--- config.mk ---
export PLATFORM = sky130hd
export DESIGN_NAME = sync_filter
export DESIGN_NICKNAME = d
export VERILOG_FILES = /design/src/rtl/sync_filter.sv
export SDC_FILE = /design/constraint.sdc
export NUM_CORES = 1
export LEC_CHECK = 0
export ABC_CLOCK_PERIOD_IN_PS = 1000
export BUFFER_PORTS_ARGS = -buffer_cell sky130_fd_sc_hd__buf_2
export CELL_PAD_IN_SITES_DETAIL_PLACEMENT = 1
export CELL_PAD_IN_SITES_GLOBAL_PLACEMENT = 2
export CORE_ASPECT_RATIO = 0.75
export CORE_MARGIN = 2
export CORE_UTILIZATION = 33
export CTS_BUF_LIST = sky130_fd_sc_hd__clkbuf_4 sky130_fd_sc_hd__clkbuf_8
export DETAILED_ROUTE_END_ITERATION = 10
export PLACE_DENSITY_LB_ADDON = 0.1
export SLEW_MARGIN = 20
export SYNTH_ARGS = -nofsm -noshare
export SYNTH_HDL_FRONTEND = slang
export SYNTH_SLANG_ARGS = --single-unit
--- constraint.sdc ---
create_clock -name clk -period 1 [get_ports clk]
set_input_delay 0.2 -clock clk [delete_from_list [all_inputs] [get_ports clk]]
set_output_delay 0.2 -clock clk [all_outputs]
set_load 0.01 [all_outputs]
--- src/rtl/sync_filter.sv ---
`default_nettype none
// ============================================================================
//  Module      : sync_filter
//  Description : Per-channel flop synchronizer followed by a stability filter
//                with registered rise/fall pulses on each accepted change.
//  Revision    : 1.0  initial release
// ============================================================================
module sync_filter #(
    parameter int                    CHANNELS   = 4,
    parameter int                    STAGES     = 2,
    parameter int                    FILTER_LEN = 4,
    parameter logic [CHANNELS-1:0]   RESET_VAL  = '0
) (
    input  logic                clk,
    input  logic                arst,
    input  logic [CHANNELS-1:0] d_in,
    output logic [CHANNELS-1:0] d_sync,
    output logic [CHANNELS-1:0] d_out,
    output logic [CHANNELS-1:0] rise,
    output logic [CHANNELS-1:0] fall
);

    localparam int c_cnt_w = (FILTER_LEN > 1) ? $clog2(FILTER_LEN) : 1;
    localparam logic [c_cnt_w-1:0] c_cnt_max = c_cnt_w'(FILTER_LEN - 1);

    generate
        if (STAGES < 2) begin : g_bad_stages
            $error("sync_filter: STAGES must be >= 2");
        end
        if (FILTER_LEN < 1) begin : g_bad_filter_len
            $error("sync_filter: FILTER_LEN must be >= 1");
        end
        if (CHANNELS < 1) begin : g_bad_channels
            $error("sync_filter: CHANNELS must be >= 1");
        end
    endgenerate

    logic [CHANNELS-1:0] r_stage [STAGES];
    logic [CHANNELS-1:0] r_dout;
    logic [CHANNELS-1:0] r_rise;
    logic [CHANNELS-1:0] r_fall;

    always_ff @(posedge clk) begin
        if (arst) begin
            for (int k = 0; k < STAGES; k++) begin
                r_stage[k] <= RESET_VAL;
            end
        end else begin
            r_stage[0] <= d_in;
            for (int k = 1; k < STAGES; k++) begin
                r_stage[k] <= r_stage[k-1];
            end
        end
    end

    genvar i;
    generate
        for (i = 0; i < CHANNELS; i++) begin : g_channel
            logic [c_cnt_w-1:0] r_cnt;
            logic               w_mismatch;
            logic               w_accept;
            logic               w_next;

            assign w_mismatch = r_stage[STAGES-1][i] != r_dout[i];
            assign w_accept   = w_mismatch && (r_cnt == c_cnt_max);
            assign w_next     = w_accept ? r_stage[STAGES-1][i] : r_dout[i];

            // Any agreement cycle discards the partial count, so glitches never accumulate.
            always_ff @(posedge clk) begin
                if (arst) begin
                    r_cnt     <= '0;
                    r_dout[i] <= RESET_VAL[i];
                    r_rise[i] <= 1'b0;
                    r_fall[i] <= 1'b0;
                end else begin
                    if (!w_mismatch || w_accept) begin
                        r_cnt <= '0;
                    end else begin
                        r_cnt <= r_cnt + 1'b1;
                    end
                    r_dout[i] <= w_next;
                    r_rise[i] <= ~r_dout[i] &  w_next;
                    r_fall[i] <=  r_dout[i] & ~w_next;
                end
            end
        end
    endgenerate

    assign d_sync = r_stage[STAGES-1];
    assign d_out  = r_dout;
    assign rise   = r_rise;
    assign fall   = r_fall;

endmodule
`default_nettype wire

==> results of run 1 <==
power by group:
group	switching, mW	internal (mW)	leakage (nW)
registers	0.0165	1.12	0.234
logic	0.0379	0.0508	0.243
clock network	0.308	0.270	0.0216
total	0.363	1.44	0.499
logic make-up after synthesis:
kind of cell               Yosys count  synth area share (%)
and+or+nand+nor                     28                  27.6
buffers and inverters                7                  6.49
adders and majority gates            4                  4.81
DFF                                 28                  53.8
muxes                                4                  3.85
xor gates and xnor gates             4                  3.37
how the worst min path moves through the flow:
stage,start,depth (start not counted),slack [ps],end
finish,d_in[0],2,130,r_stage[0][0]$_SDFF_PP0_
global route,d_in[1],2,130,r_stage[0][1]$_SDFF_PP0_
CTS,d_in[3],2,130,r_stage[0][3]$_SDFF_PP0_
detailed placement,d_in[0],2,410,r_stage[0][0]$_SDFF_PP0_
global placement,d_in[0],2,410,r_stage[0][0]$_SDFF_PP0_
floorplan,d_in[0],1,330,r_stage[0][0]$_SDFF_PP0_
repair_timing:
action / in CTS / in global routing
setup endpoints to repair: 12 / 12
pin swaps: 0 / 0
gates resized for setup: 12 / 18
hold buffers: 0 / 0
flip-flops by register name (all words and copies together), names as in the netlist:
signal and flops:
rise 4, r_stage 8, g_channel.r_cnt 8, d_out 4, fall 4
cell type report:
cell class	count	area [sq um]	share of cell area (%)
Sequential cell	28	592	45.3
Multi-Input combinational cell	40	463	35.4
Timing Repair Buffer	23	164	12.5
Tap cell	38	47.5	3.64
Clock buffer	3	41.3	3.16
metal layers:
layer  up-vias  share of wire [%]
li1        298                  -
met4         0                  0
met3         0                7.2
met2        19                 47
met1       282                 46
met5         -                  0
cells in the final DEF, fill, tap and decap left out, drive strengths merged:
cell type	n
nor2b	5
buf	23
mux2i	4
dfxtp	28
clkbuf	3
and2b	3
nor4b	4
and4bb	8
ha	4
xnor2	4
nor4	4
nor2	4
per-stage QoR:
step / hold WS [ps] / util [%] / worst slack [ps] / power (mW)
floorplan: 325 / - / 48.5 / 1.24
global placement: 405 / 38.7 / -13.6 / 1.25
detailed placement: 409 / 38.7 / -12.3 / 1.26
CTS: 128 / 40.8 / 4.66 / 1.85
global route: 132 / 43.9 / -1.85 / 1.89
finish: 134 / 43.9 / 38.3 / 1.80
==> reports/metrics.csv, run 1 <==
metric,value,unit
"Data arrival, critical path",760,ps
Die X,68.9,um
DRC,0,
die span in y,52.6,um
met3 usage,5.16,%
cell breakdown of the critical path,buf_2,
Pins Over Slew Limit,0,
met1 usage,11.6,%
num rows,17,
outcome,completed,
WS Path Type,flip-flop to output port,
total CTS buffers,3,
via count,599,
Fin. Hold Viols,0,
Filler Cells Inserted,318,
setup bufs post-CTS,0,
max_slew headroom,76.7,%
"Cell Area, Synth",0.00104,sq mm
Critical Path Start,d_out[3]$_SDFF_PP0_,
"Seq/Total Area, Yosys",53.8,%
RR Startpoint,g_channel[1].r_cnt[0]$_SDFF_PP0_,
worst clock skew,0.909,ps
Placed Area,0.00115,sq mm
synth top area cells,"dfxtp_1 (54%), and4bb_2 (9.6%), ha_1 (4.8%)",
initial antenna violation count,0,
Synthesized Nets,85,
post-route ant nets,0,
Post-Route WL,1560,um
largest net degree at the start of global routing,29,
worst r2r path cells,3,
ys async rst share,0,%
Area Overhead vs Synth,25.6,%
fin crit share,96.2,%
Synth top cells by count,"dfxtp_1 (28), and4bb_2 (8), nor2b_1 (5)",
CP Buf/Inv Count,1,
grt total ovfl,0,
CP endpoint,d_out[3],
Final #Nets,106,
peak supply drop,0.000796,V
number of global-route vias before repair,561,
unique cell type count in the Yosys netlist,14,
gpl congestion,0.657,
Mapped Cells,75,
Final Instance Area,0.00131,sq mm
crit end category,output port,
Non-Filler Instances,132,
highest clock rate,1.04,GHz
HP Class,input pin to flip-flop,
Initial Utilization,35.0,%
post-DP HPWL,1040,um
DP Cell Count,129,
Worst Path Max Fanout,5,
first-pass GRT wire length,2500,um
setup TNS,0,ps
Startpoint Class,flip-flop,
busiest grt layer,met2,
Leak,0.499,nW
reg2reg setup slack,50,ps
"Reg clk slew, reported paths",80,ps
Most used DFF post-synth,dfxtp_1,
"flops & latches, synth",28,
Sink Count,28,
reg2reg end,d_out[1]$_SDFF_PP0_,
layout cells sized above 1,58.5,%
PwrDens,1380,mW/mm^2
largest area contributor in the synthesized netlist,dfxtp_1,
WP depth,1,
TritonCTS clock tree,yes,
M2 GR Usage,15.1,%
Root Buffer,clkbuf_8,
CP Data Required Time,800,ps
DR iter-0 viols,19,
Worst-Margin Slew,347,ps
total die area,0.00362,sq mm
family with the most delay on the worst path,flip-flops,
IO Pins,22,
most common cell in the netlist,dfxtp_1,
"Warnings, synthesis",0,
max_cap viols,0,
Synth top area share,53.8,%
"Largest stage delay, worst path",360,ps
Post-synth EDFFs,0,
GRT Overall Usage,9.72,%
CTS H-tree lvls,1,
Mapped Avg Cell Area,13.9,sq um
post-route minimum period,962,ps
Core Area,0.00298,sq mm
"Max stage delay cell, worst path",dfxtp_4,
Max clock buf depth,2,
Final setup viols,0,
Ant. Diodes,0,
PortBufs,21,
"Clk Latency, worst-skew pair",260,ps
Detailed Routing Iterations Pass 1,3,
post-DR wirelength/cell,11.8,um
Avg Vias per Cell,4.54,
(Power assumes the default switching activity.)
==> inputs of run 2 (changes only) <==
Settings changed: CELL_PAD_IN_SITES_DETAIL_PLACEMENT 1 to default, CELL_PAD_IN_SITES_GLOBAL_PLACEMENT 2 to default, CORE_ASPECT_RATIO 0.75 to default, CORE_UTILIZATION 33 to 49, PLACE_DENSITY from default to 0.76, PLACE_DENSITY_LB_ADDON 0.1 to default.
==> run 2 against run 1 <==
Net effect:
- the flow now finishes with violations (negative setup slack)
- sequential share of layout area is 4.6 points lower
- count of clock-buffer cells in the layout is 1 higher
- non-clock buffer count is 13 higher
- first-iteration DRC count is 100% lower
- final cell count is 2.3% higher
- clock power is 6.9% lower
- design area is 8.3% higher
- via count is 6.8% higher
- die area is 31% lower
- sequential power hardly changed
- critical path type unchanged
- largest cell class unchanged
- largest power group unchanged
==> reports/metrics.csv, run 2 (synthesis results as in run 1) <==
metric,value,unit,change
storage element area,576,sq um,was 592 sq um
Worst Path Max Fanout,2,,was 5
Leak,0.571,nW,was 0.499 nW
area occupied by multi-input gates,489,sq um,was 463 sq um
cell breakdown of the critical path,buf_6,,was buf_2
total die area,0.00251,sq mm,was 0.00362 sq mm
max_cap viols,0,,unchanged
grt total ovfl,0,,unchanged
reg2reg setup slack,10,ps,was 50 ps
Avg Vias per Cell,4.74,,was 4.54
Non-Filler Instances,135,,was 132
gpl congestion,0.665,,was 0.657
Die X,50.1,um,was 68.9 um
DP Cell Count,120,,was 129
fin crit share,101,%,was 96.2%
crit end category,output port,,unchanged
final setup margin,-5.26,ps,was 38.3 ps
num rows,16,,was 17
"Reg clk slew, reported paths",140,ps,was 80 ps
Initial Utilization,52.5,%,was 35.0%
Ant. Diodes,0,,unchanged
CP Buf/Inv Count,1,,unchanged
Startpoint Class,flip-flop,,unchanged
WS Path Type,flip-flop to output port,,unchanged
highest clock rate,0.995,GHz,was 1.04 GHz
number of global-route vias before repair,638,,was 561
HP Class,input pin to flip-flop,,unchanged
family with the most delay on the worst path,flip-flops,,unchanged
initial antenna violation count,0,,unchanged
Post-Place Setup Slack,-14.8,ps,was -12.3 ps
die span in y,50.1,um,was 52.6 um
"Data arrival, critical path",810,ps,was 760 ps
PwrDens,1270,mW/mm^2,was 1380 mW/mm^2
Detailed Routing Iterations Pass 1,1,,was 3
Final setup viols,1,,was 0
TritonCTS clock tree,yes,,unchanged
DRC,0,,unchanged
Max clock buf depth,2,,unchanged
"most common cell after layout, fill and taps aside",dfxtp_1,,unchanged
first-pass GRT wire length,2650,um,was 2500 um
Filler Cells Inserted,122,,was 318
largest net degree at the start of global routing,21,,was 29
"Clk Latency, worst-skew pair",310,ps,was 260 ps
outcome,"finished, violations left",,was completed
Sink Count,28,,unchanged
Root Buffer,clkbuf_4,,was clkbuf_8
post-route ant nets,0,,unchanged
RSZ-0062 raised after global routing,yes,,
peak supply drop,0.000944,V,was 0.000796 V
PnR Total Power,1.80,mW,about the same
layout cells sized above 1,68.5,%,was 58.5%
GRT Overall Usage,13.8,%,was 9.72%
Placed Area,0.00114,sq mm,was 0.00115 sq mm
CP Data Required Time,800,ps,about the same
Fin. Hold Viols,0,,unchanged
PortBufs,21,,unchanged
post-DR wirelength/cell,12.7,um,was 11.8 um
biggest regs,"g_channel.r_cnt: 8 flops, r_stage: 8 flops",,unchanged
IO Pins,22,,unchanged
"Largest stage delay, worst path",380,ps,was 360 ps
"Max stage delay cell, worst path",dfxtp_2,,was dfxtp_4
CTS H-tree lvls,1,,unchanged
"commonest non-fill, non-tap cells in the layout","dfxtp_1 (16), buf_4 (13), dfxtp_2 (12), buf_2 (12), buf_6 (11)",,"was dfxtp_1 (19), buf_2 (16), and4bb_2 (8), dfxtp_4 (8)"
Worst-Margin Slew,368,ps,was 347 ps
worst clock skew,1.25,ps,was 0.909 ps
hold slack,74.6,ps,was 134 ps
Pins Over Slew Limit,0,,unchanged
CTS Hold Bufs,0,,unchanged
post-DP HPWL,1000,um,was 1040 um
Final Instance Area,0.00142,sq mm,was 0.00131 sq mm
via count,640,,was 599
DR iter-0 viols,0,,was 19
failing checks,negative setup slack,,
Area Overhead vs Synth,36.1,%,was 25.6%
total CTS buffers,3,,unchanged
max_slew headroom,75.5,%,was 76.7%
Core Area,0.00198,sq mm,was 0.00298 sq mm
Final #Nets,119,,was 106
post-route minimum period,1010,ps,was 962 ps
Post-Route WL,1720,um,was 1560 um
[run 2: worst register-to-register path, delay by kind of cell, from the launching register on]
| family | cells | cell delay (ps) |
|---|---|---|
| DFF | 1 | 360 |
| buffers and inverters | 1 | 120 |
| xor gates and xnor gates | 1 | 140 |
| and+or+nand+nor | 1 | 290 |
[run 2: worst paths after layout]
check	start	endpoint	depth (start not counted)
max	r_stage[0][6]$_SDFF_PP0_	d_sync[2]	1
min	d_in[0]	r_stage[0][0]$_SDFF_PP0_	2
max reg2reg	d_out[0]$_SDFF_PP0_	g_channel[0].r_cnt[1]$_SDFF_PP0_	3
min reg2reg	r_stage[0][2]$_SDFF_PP0_	r_stage[0][6]$_SDFF_PP0_	1
[run 2: cell type report]
type                            count  share of cell area [%]
Tap cell                           27                    2.39
Clock buffer                        4                    2.56
Timing Repair Buffer               36                    19.9
Multi-Input combinational cell     40                    34.5
Sequential cell                    28                    40.6
[run 2: through the flow]
step / utilization (%) / TNS (ps)
6_report: 71.5 / -5.26
5_1_grt: 71.5 / -324
4_1_cts: 66.4 / -10.2
3_5_place_dp: 57.6 / -21.4
3_3_place_gp: 57.6 / 0
2_1_floorplan: - / 0
[run 2: layer usage]
layer / up-vias / wire, um / track usage, %
met5: - / 0 / 0
met4: 0 / 12 / 4.17
met3: 2 / 40 / 3.94
met2: 8 / 864 / 23.5
met1: 304 / 802 / 16.6
li1: 326 / - / -
[run 2: report_power, final]
part           switching, mW  internal [mW]  leakage (nW)  total [mW]
Sequential            0.0129           1.14         0.233        1.15
Clock                  0.316          0.222        0.0210       0.538
Combinational         0.0483         0.0662         0.317       0.114
[run 2: timing repair]
| item | 4_1_cts | 5_1_grt |
|---|---|---|
| endpoints found under the setup margin | 14 | 17 |
| pin swaps | 1 | 0 |
| buffers inserted | 11 | 0 |
| gates resized for setup | 18 | 16 |
